==> src/rtl/gpu_cmd_tx_if.sv <==
// Request channel into the GPU command transmitter: one (command, parameter) pair per handshake.
// Latency: none; this interface is wires only.
// Backpressure: the producer holds in_valid/in_cmd/in_param until it sees in_ready high.
interface gpu_cmd_tx_if;
    logic        in_valid;
    logic [15:0] in_cmd;
    logic [15:0] in_param;
    logic        in_ready;

    modport master (
        output in_valid,
        output in_cmd,
        output in_param,
        input  in_ready
    );

    modport slave (
        input  in_valid,
        input  in_cmd,
        input  in_param,
        output in_ready
    );
endinterface

==> src/rtl/gpu_cmd_tx.sv <==
// Filters and buffers GPU text-mode commands, then serialises them as cmd/param/exe frames on cpuline.
// Latency: a request is visible the cycle after enqueue; its command appears 1-3 cycles later, aligned to GPU phase A.
// Backpressure: in_ready drops while the registered FIFO level is DEPTH or clr is low; a same-cycle pop frees no slot.
module gpu_cmd_tx #(
    parameter int DEPTH = 8,
    parameter int COLS  = 40,
    parameter int ROWS  = 25
) (
    input  logic                     clk,
    input  logic                     clr,
    gpu_cmd_tx_if.slave              req,
    output logic [15:0]              cpuline,
    output logic                     err,
    output logic [$clog2(DEPTH):0]   level,
    output logic                     busy
);

    localparam int AW = $clog2(DEPTH);
    localparam int LW = AW + 1;

    // NOP0/NOP1 are the idle phase-A/phase-B words; CMD, PAR, EXE form one frame.
    typedef enum logic [2:0] {
        NOP0 = 3'd0,
        NOP1 = 3'd1,
        CMD  = 3'd2,
        PAR  = 3'd3,
        EXE  = 3'd4
    } state_t;

    state_t          state;
    state_t          state_nxt;
    logic [15:0]     cpuline_nxt;
    logic [15:0]     cur_param;
    logic [31:0]     mem [DEPTH];
    logic [AW-1:0]   wr_ptr;
    logic [AW-1:0]   rd_ptr;
    logic            legal;
    logic            accept;
    logic            push;
    logic            pop;

    assign req.in_ready = clr && (level < LW'(DEPTH));
    assign accept       = req.in_valid && req.in_ready;
    assign push         = accept && legal;
    assign busy         = (level != '0) || (state == CMD) || (state == PAR) || (state == EXE);

    // Reject opcodes the GPU does not know and cursor moves outside the text grid.
    always_comb begin
        legal = 1'b0;
        case (req.in_cmd)
            16'hC1, 16'hC2, 16'hC5, 16'hC6: legal = 1'b1;
            16'hC3:                         legal = (req.in_param <= 16'(ROWS - 1));
            16'hC4:                         legal = (req.in_param <= 16'(COLS - 1));
            default:                        legal = 1'b0;
        endcase
    end

    // Next line word and frame sequencing; a pop is only taken at the end of a phase-B slot.
    always_comb begin
        state_nxt   = state;
        cpuline_nxt = 16'h0;
        pop         = 1'b0;
        case (state)
            NOP0: state_nxt = NOP1;
            NOP1, EXE: begin
                if (level != '0) begin
                    pop         = 1'b1;
                    state_nxt   = CMD;
                    cpuline_nxt = mem[rd_ptr][31:16];
                end else begin
                    state_nxt   = NOP0;
                end
            end
            CMD: begin
                state_nxt   = PAR;
                cpuline_nxt = cur_param;
            end
            PAR:     state_nxt = EXE;
            default: state_nxt = NOP0;
        endcase
    end

    // State and line register; reset always restarts on a phase-A idle word.
    always_ff @(posedge clk) begin
        if (!clr) begin
            state   <= NOP0;
            cpuline <= 16'h0;
        end else begin
            state   <= state_nxt;
            cpuline <= cpuline_nxt;
        end
    end

    // FIFO pointers, occupancy and the one-cycle drop pulse.
    always_ff @(posedge clk) begin
        if (!clr) begin
            wr_ptr <= '0;
            rd_ptr <= '0;
            level  <= '0;
            err    <= 1'b0;
        end else begin
            if (push) begin
                wr_ptr <= wr_ptr + AW'(1);
            end
            if (pop) begin
                rd_ptr <= rd_ptr + AW'(1);
            end
            level <= level + LW'(push) - LW'(pop);
            err   <= accept && !legal;
        end
    end

    // Entry storage and the parameter latch for the frame in flight; contents need no reset.
    always_ff @(posedge clk) begin
        if (push) begin
            mem[wr_ptr] <= {req.in_cmd, req.in_param};
        end
        if (pop) begin
            cur_param <= mem[rd_ptr][15:0];
        end
    end

endmodule

==> src/flat_wrapper.sv <==
// flat-port wrapper written by rule: the top's interface ports become plain ports
module gpu_cmd_tx_flat 
#(
    parameter int DEPTH = 8,
    parameter int COLS  = 40,
    parameter int ROWS  = 25
)
  (clk, clr, cpuline, err, level, busy, req_in_valid, req_in_cmd, req_in_param, req_in_ready);
  gpu_cmd_tx_if req_i ();
  input  logic clk;
  input  logic clr;
  output logic [15:0] cpuline;
  output logic err;
  output logic [$clog2(DEPTH):0] level;
  output logic busy;
  input wire logic [$bits(req_i.in_valid)-1:0] req_in_valid;
  input wire logic [$bits(req_i.in_cmd)-1:0] req_in_cmd;
  input wire logic [$bits(req_i.in_param)-1:0] req_in_param;
  output wire logic [$bits(req_i.in_ready)-1:0] req_in_ready;
  assign req_i.in_valid = req_in_valid;
  assign req_i.in_cmd = req_in_cmd;
  assign req_i.in_param = req_in_param;
  assign req_in_ready = req_i.in_ready;
  gpu_cmd_tx #(.DEPTH(DEPTH), .COLS(COLS), .ROWS(ROWS)) u_core (.clk(clk), .clr(clr), .req(req_i), .cpuline(cpuline), .err(err), .level(level), .busy(busy));
endmodule
==> config.mk <==
export PLATFORM = sky130hd
export DESIGN_NAME = gpu_cmd_tx_flat
export DESIGN_NICKNAME = d
export VERILOG_FILES = /design/src/rtl/gpu_cmd_tx_if.sv /design/src/rtl/gpu_cmd_tx.sv /design/src/flat_wrapper.sv
export SDC_FILE = /design/constraint.sdc
export NUM_CORES = 1
export LEC_CHECK = 0
export CAP_MARGIN = 25
export CORE_ASPECT_RATIO = 0.7
export CORE_MARGIN = 2
export CORE_UTILIZATION = 50
export CTS_BUF_LIST = sky130_fd_sc_hd__clkbuf_4
export DETAILED_ROUTE_END_ITERATION = 8
export GPL_TIMING_DRIVEN = 0
export PLACE_DENSITY = 0.77
export SLEW_MARGIN = 20
export SYNTH_ARGS = -nofsm -noshare
export SYNTH_HDL_FRONTEND = slang
export SYNTH_SLANG_ARGS = --single-unit
==> constraint.sdc <==
create_clock -name clk -period 10.8 [get_ports clk]
set_input_delay 3.24 -clock clk [delete_from_list [all_inputs] [get_ports clk]]
set_output_delay 3.24 -clock clk [all_outputs]
set_load 0.1 [all_outputs]
==> results of run 1 <==
cell usage after synthesis (2+ instances only):
library cell  instances  share of area, %
nor2_1               43               1.4
mux4_2               64                12
xor2_1                2              0.15
nor3_1                5              0.22
xnor2_1               4              0.30
clkbuf_1             10              0.33
nand4_1               3              0.16
buf_2                11              0.48
nor4_1                7              0.38
dfxtp_1              33               5.7
ha_1                  7              0.76
edfxtp_1            272                71
buf_4                 3              0.20
mux2_2               16               1.6
o21ai_0               3              0.13
mux2i_1              20               1.7
a21oi_1              18              0.78
inv_1                10              0.33
nand2_1              11              0.36
nor4b_1               2              0.15
area by class of cell:
cell class	count	area share, %
Timing Repair Buffer	100	6.20
Sequential cell	305	64.3
Tap cell	312	2.84
Inverter	12	0.328
Clock buffer	103	5.63
Buffer	26	0.947
Multi-Input combinational cell	222	18.8
Clock inverter	20	0.947
metal layers:
metal  global-route usage [%]  vias up  part of all wire (%)
li1                         -     2669                     -
met1                     31.0     3145                    42
met2                     32.9      278                    48
met3                     4.96       30                   8.5
met4                     7.48        0                   1.2
met5                        0        -                     0
report_power, final:
group | total (mW) | switching [mW] | internal [mW]
combinational | 0.573 | 0.353 | 0.219
sequential | 1.34 | 0.0168 | 1.33
clock | 0.918 | 0.432 | 0.486
total | 2.83 | 0.802 | 2.03
worst paths after layout:
kind                          end  slack, ps  cells after the start
setup / recovery     req_in_ready       2040                      5
hold / removal    u_core.state[2]        490                      2
setup reg to reg  u_core.level[3]       7750                     13
hold reg to reg   u_core.state[2]        490                      2
sequential cells by signal, summed over array words and instances (netlist names), named ones only:
signal / count
u_core.cur_param: 16
u_core.err: 1
u_core.state: 3
u_core.level: 4
u_core.rd_ptr: 3
u_core.mem: 256
u_core.wr_ptr: 3
u_core.cpuline: 16
cells by family after synthesis:
family,after synthesis,synth area share [%]
DFF,305,76.4
muxes,100,15.8
xor gates and xnor gates,6,0.455
and+or+nand+nor,82,3.59
AOI/OAI and AO/OA,26,1.29
adders and majority gates,8,0.932
buffers and inverters,38,1.52
stage by stage:
stage | util, % | hold slack [ps] | setup WS (ps) | power (mW) | cell area (um2)
5_1_grt | 60.6 | 492 | 1880 | 2.95 | 13700
6_report | 60.6 | 485 | 2040 | 2.83 | 13700
2_1_floorplan | - | 447 | 2380 | 1.79 | 11500
3_3_place_gp | 55.1 | 462 | -1560 | 1.93 | 12500
3_5_place_dp | 56.6 | 481 | 2070 | 1.94 | 12800
4_1_cts | 60.6 | 474 | 2060 | 2.86 | 13700
worst max-delay path: stages:
cell and delay [ps]:
clkbuf_1 260, clkinv_1 320, clkbuf_1 370, nor2_1 180
clkdlybuf4s50_1 1140
==> reports/metrics.csv, run 1 <==
metric,value,unit
status,finished clean,
overflow,0,
synth_edf_count,272,
slew_headroom,34.2,%
grt_max_degree,22,
multi_input_area,2590,um2
finalCritPeriodShare,81.1,%
worstHoldPathType,flip-flop to flip-flop,
cts-hold-fix-buffers,0,
antenna_found_initial,0,
drv_cap,0,
drv_slew,0,
cp-start-kind,primary input,
synth_seq_area_share,76.4,%
final_antenna_net_count,0,
synth_cell_types,41,
grt_setup_unrepaired,no,
layout_commonest_cell,edfxtp_1,
track_usage,21.6,%
critPathKind,primary input to primary output,
finalNonFillerCells,1100,
worstMarginPinSlew,984,ps
critPathMaxFanout,10,
cts_num_sinks,305,
drcViolationCount,0,
synth_nets,608,
fmax,114,MHz
cellLeakagePower,4.52,nW
seq_area,8830,um2
worstPathRequired,7560,ps
finalSetupViolations,0,
initial_core_util,50.9,%
final_cell_mix,"edfxtp_1 (272), clkbuf_4 (103), mux4_2 (64)",
finalHoldViolCount,0,
drt-total-wl,24800,um
ctsResizeCount,0,
rows,46,
final.min_clock_period,8760,ps
nets,781,
ys_ff_latch,305,
ys_warn_count,0,
vias,6122,
avgSynthCellArea,20.4,um2
hpwlAfterDp,16900,um
diodes,0,
postSynthCellCount,565,
syn_to_final_growth,18.9,%
tns,0,ps
path_clk_slew,70,ps
fill_cells,1653,
cts_max_path_buffers,3,
die_x,186,um
hp-start,u_core.state[1],
first_global_vias,6513,
crit_path_start,clr,
fin_skew,21.8,ps
grt_pass1_wl,38000,um
synth_ff_type,edfxtp_1,
cts_tree,yes,
synth_area,11500,um2
reg2reg_from,u_core.level[2],
fp.dieArea,24300,um2
first_pass_iters,5,
drt-initial-drc-count,636,
vdd_drop_max,0.132,mV
place_congestion,0.800,
layout-drive-gt1-share,33.0,%
async_flop_share,0,%
cts_buffers,71,
numPortBuffers,56,
ctsRootBufferMaster,clkbuf_4,
worstSkewPairLatency,680,ps
pwr_density_cell,206,nW/um2
wl_per_cell,22.6,um
placed_cells,977,
critPathCaptureType,primary output,
die_y,131,um
cts_setup_buffers,0,
ios,58,
critPathArrivalTime,5520,ps
core,22700,um2
routed_via_density,5.57,
ctsHtreeMaxLevel,3,
Note: power is estimated with default switching activity, not from simulation.
==> run 2: changes to the inputs <==
- PLACE_DENSITY: 0.77 -> 0.8
- clock period: 10.8 -> 7.4 ns (I/O delays scaled with it)
==> run 2 against run 1 <==
Via count up 1.3%. Worst setup slack worse by 1500 ps. Largest power group unchanged. Register-to-register slack worse by 3400 ps. Hold slack worse by 3.8 ps. Total power up 45%. Global-route usage about the same. Die area unchanged. Wire length up 0.29%. Design area about the same. Core utilization about the same. Sequential share of layout area about the same. Sequential power up 46%.
==> reports/metrics.csv, run 2 (same netlist as run 1, synthesis figures left out) <==
metric,value,unit,change
status,finished clean,,
grt_setup_unrepaired,no,,
cp-start-kind,primary input,,
cts_num_sinks,305,,unchanged
finalCritPeriodShare,92.1,%,
place_congestion,0.788,,-1.5%
cts_max_path_buffers,3,,unchanged
drv_cap,0,,unchanged
overflow,0,,unchanged
diodes,0,,unchanged
final.min_clock_period,6820,ps,
ctsRootBufferMaster,clkbuf_4,,
fill_cells,1647,,-0.36%
final_cell_mix,"edfxtp_1 (272), clkbuf_4 (104), mux4_2 (64)",,
hpwlAfterDp,17000,um,+0.44%
critPathArrivalTime,4600,ps,-920 ps
regToRegSetupSlack,4390,ps,-3360 ps
worstMarginPinSlew,1000,ps,+17.6 ps
worstSkewPairLatency,680,ps,about the same
finalSetupViolations,0,,unchanged
drcViolationCount,0,,unchanged
layout_commonest_cell,edfxtp_1,,
fp.dieArea,24300,um2,unchanged
rows,46,,unchanged
die_x,186,um,unchanged
cts_setup_buffers,0,,unchanged
critPathMaxFanout,10,,unchanged
numPortBuffers,56,,unchanged
routed_via_density,5.62,,+1.0%
grt_pass1_wl,38100,um,about the same
top_register,u_core.mem,,
vias,6202,,+1.3%
slew_headroom,33.0,%,-1.2 points
fin_skew,46.6,ps,+24.7 ps
final_antenna_net_count,0,,unchanged
whs,482,ps,-3.81 ps
cts_buffers,71,,unchanged
first_global_vias,6510,,-0.046%
critPathCaptureType,primary output,,
fmax,147,MHz,
drt-initial-drc-count,822,,+29%
drt-total-wl,24900,um,+0.29%
reg_top3,"u_core.mem x256, u_core.cpuline x16, u_core.cur_param x16",,
worstPathRequired,5180,ps,-2380 ps
track_usage,21.5,%,-0.045 points
worst_r2r_path_depth,13,,unchanged
ctsResizeCount,0,,unchanged
crit_path_start,clr,,
syn_to_final_growth,19.0,%,about the same
reg2reg_from,u_core.level[3],,
largest_reg_flops,256,,unchanged
power,4.12,mW,+45%
drv_slew,0,,unchanged
cellLeakagePower,4.53,nW,+0.15%
initial_core_util,50.9,%,unchanged
critPathKind,primary input to primary output,,
die_y,131,um,unchanged
vdd_drop_max,0.278,mV,+110%
ctsHtreeMaxLevel,3,,unchanged
nets,780,,-0.13%
path_clk_slew,60,ps,about the same
cts_tree,yes,,
core,22700,um2,unchanged
finalHoldViolCount,0,,unchanged
layout-drive-gt1-share,33.4,%,+0.38 points
wl_per_cell,22.6,um,about the same
cts-hold-fix-buffers,0,,unchanged
worstHoldPathType,flip-flop to flip-flop,,
r2r-end,u_core.level[2],,
first_pass_iters,6,,+1
pwr_density_cell,300,nW/um2,+45%
crit_end,req_in_ready,,
antenna_found_initial,1,,+1
grt_max_degree,22,,unchanged
ios,58,,unchanged
run 2: cell count changes in the layout (fill, tap and decap cells not counted), sizes merged:
cell    before  now
clkbuf     113  114
bufinv       2    1
buf         60   59
inv         12   16
run 2: routing by layer:
| layer | part of all wire, % | GRT usage (%) | up-vias |
|---|---|---|---|
| li1 | - | - | 2673 |
| met1 | 41 | 31.1 | 3139 |
| met2 | 47 | 31.7 | 344 |
| met3 | 10 | 6.26 | 44 |
| met4 | 2.0 | 7.22 | 2 |
| met5 | 0.052 | 0 | - |
run 2: through the flow:
step | area [um2] | TNS [ps] | util [%] | setup slack [ps] | cells
floorplan | 11500 | 0 | - | 439 | 565
global placement | 12500 | -684630 | 55.1 | -3890 | 933
detailed placement | 12800 | 0 | 56.6 | 623 | 976
CTS | 13700 | 0 | 60.6 | 610 | 1103
global route | 13700 | 0 | 60.6 | 496 | 1103
finish | 13700 | 0 | 60.6 | 583 | 1103
run 2: worst min path at each step:
stage / start / endpoint / cells past startpoint
after detailed placement: u_core.state[1] / u_core.state[2] / 2
after global routing: u_core.rd_ptr[1] / flip-flop / 2
final: u_core.state[1] / u_core.state[2] / 2
after global placement: u_core.state[1] / u_core.state[2] / 2
after CTS: u_core.state[1] / u_core.state[2] / 2
after floorplan: u_core.cur_param[0] / u_core.cpuline[0] / 2
run 2: critical path: stages:
cell and delay, ps:
clkbuf_1 270, clkinv_1 370, clkbuf_1 410, nor2_1 180
clkdlybuf4s50_1 1140
run 2: area by class of cell:
| class | count | area (um2) | area share, % |
|---|---|---|---|
| Sequential cell | 305 | 8830 | 64.2 |
| Timing Repair Buffer | 99 | 862 | 6.27 |
| Tap cell | 312 | 390 | 2.84 |
| Clock inverter | 23 | 120 | 0.874 |
| Multi-Input combinational cell | 222 | 2590 | 18.8 |
| Inverter | 12 | 45.0 | 0.328 |
| Buffer | 26 | 130 | 0.947 |
| Clock buffer | 104 | 781 | 5.68 |
run 2: power breakdown:
part / switching (mW) / internal (mW)
clock network: 0.644 / 0.684
logic: 0.511 / 0.319
registers: 0.0245 / 1.94
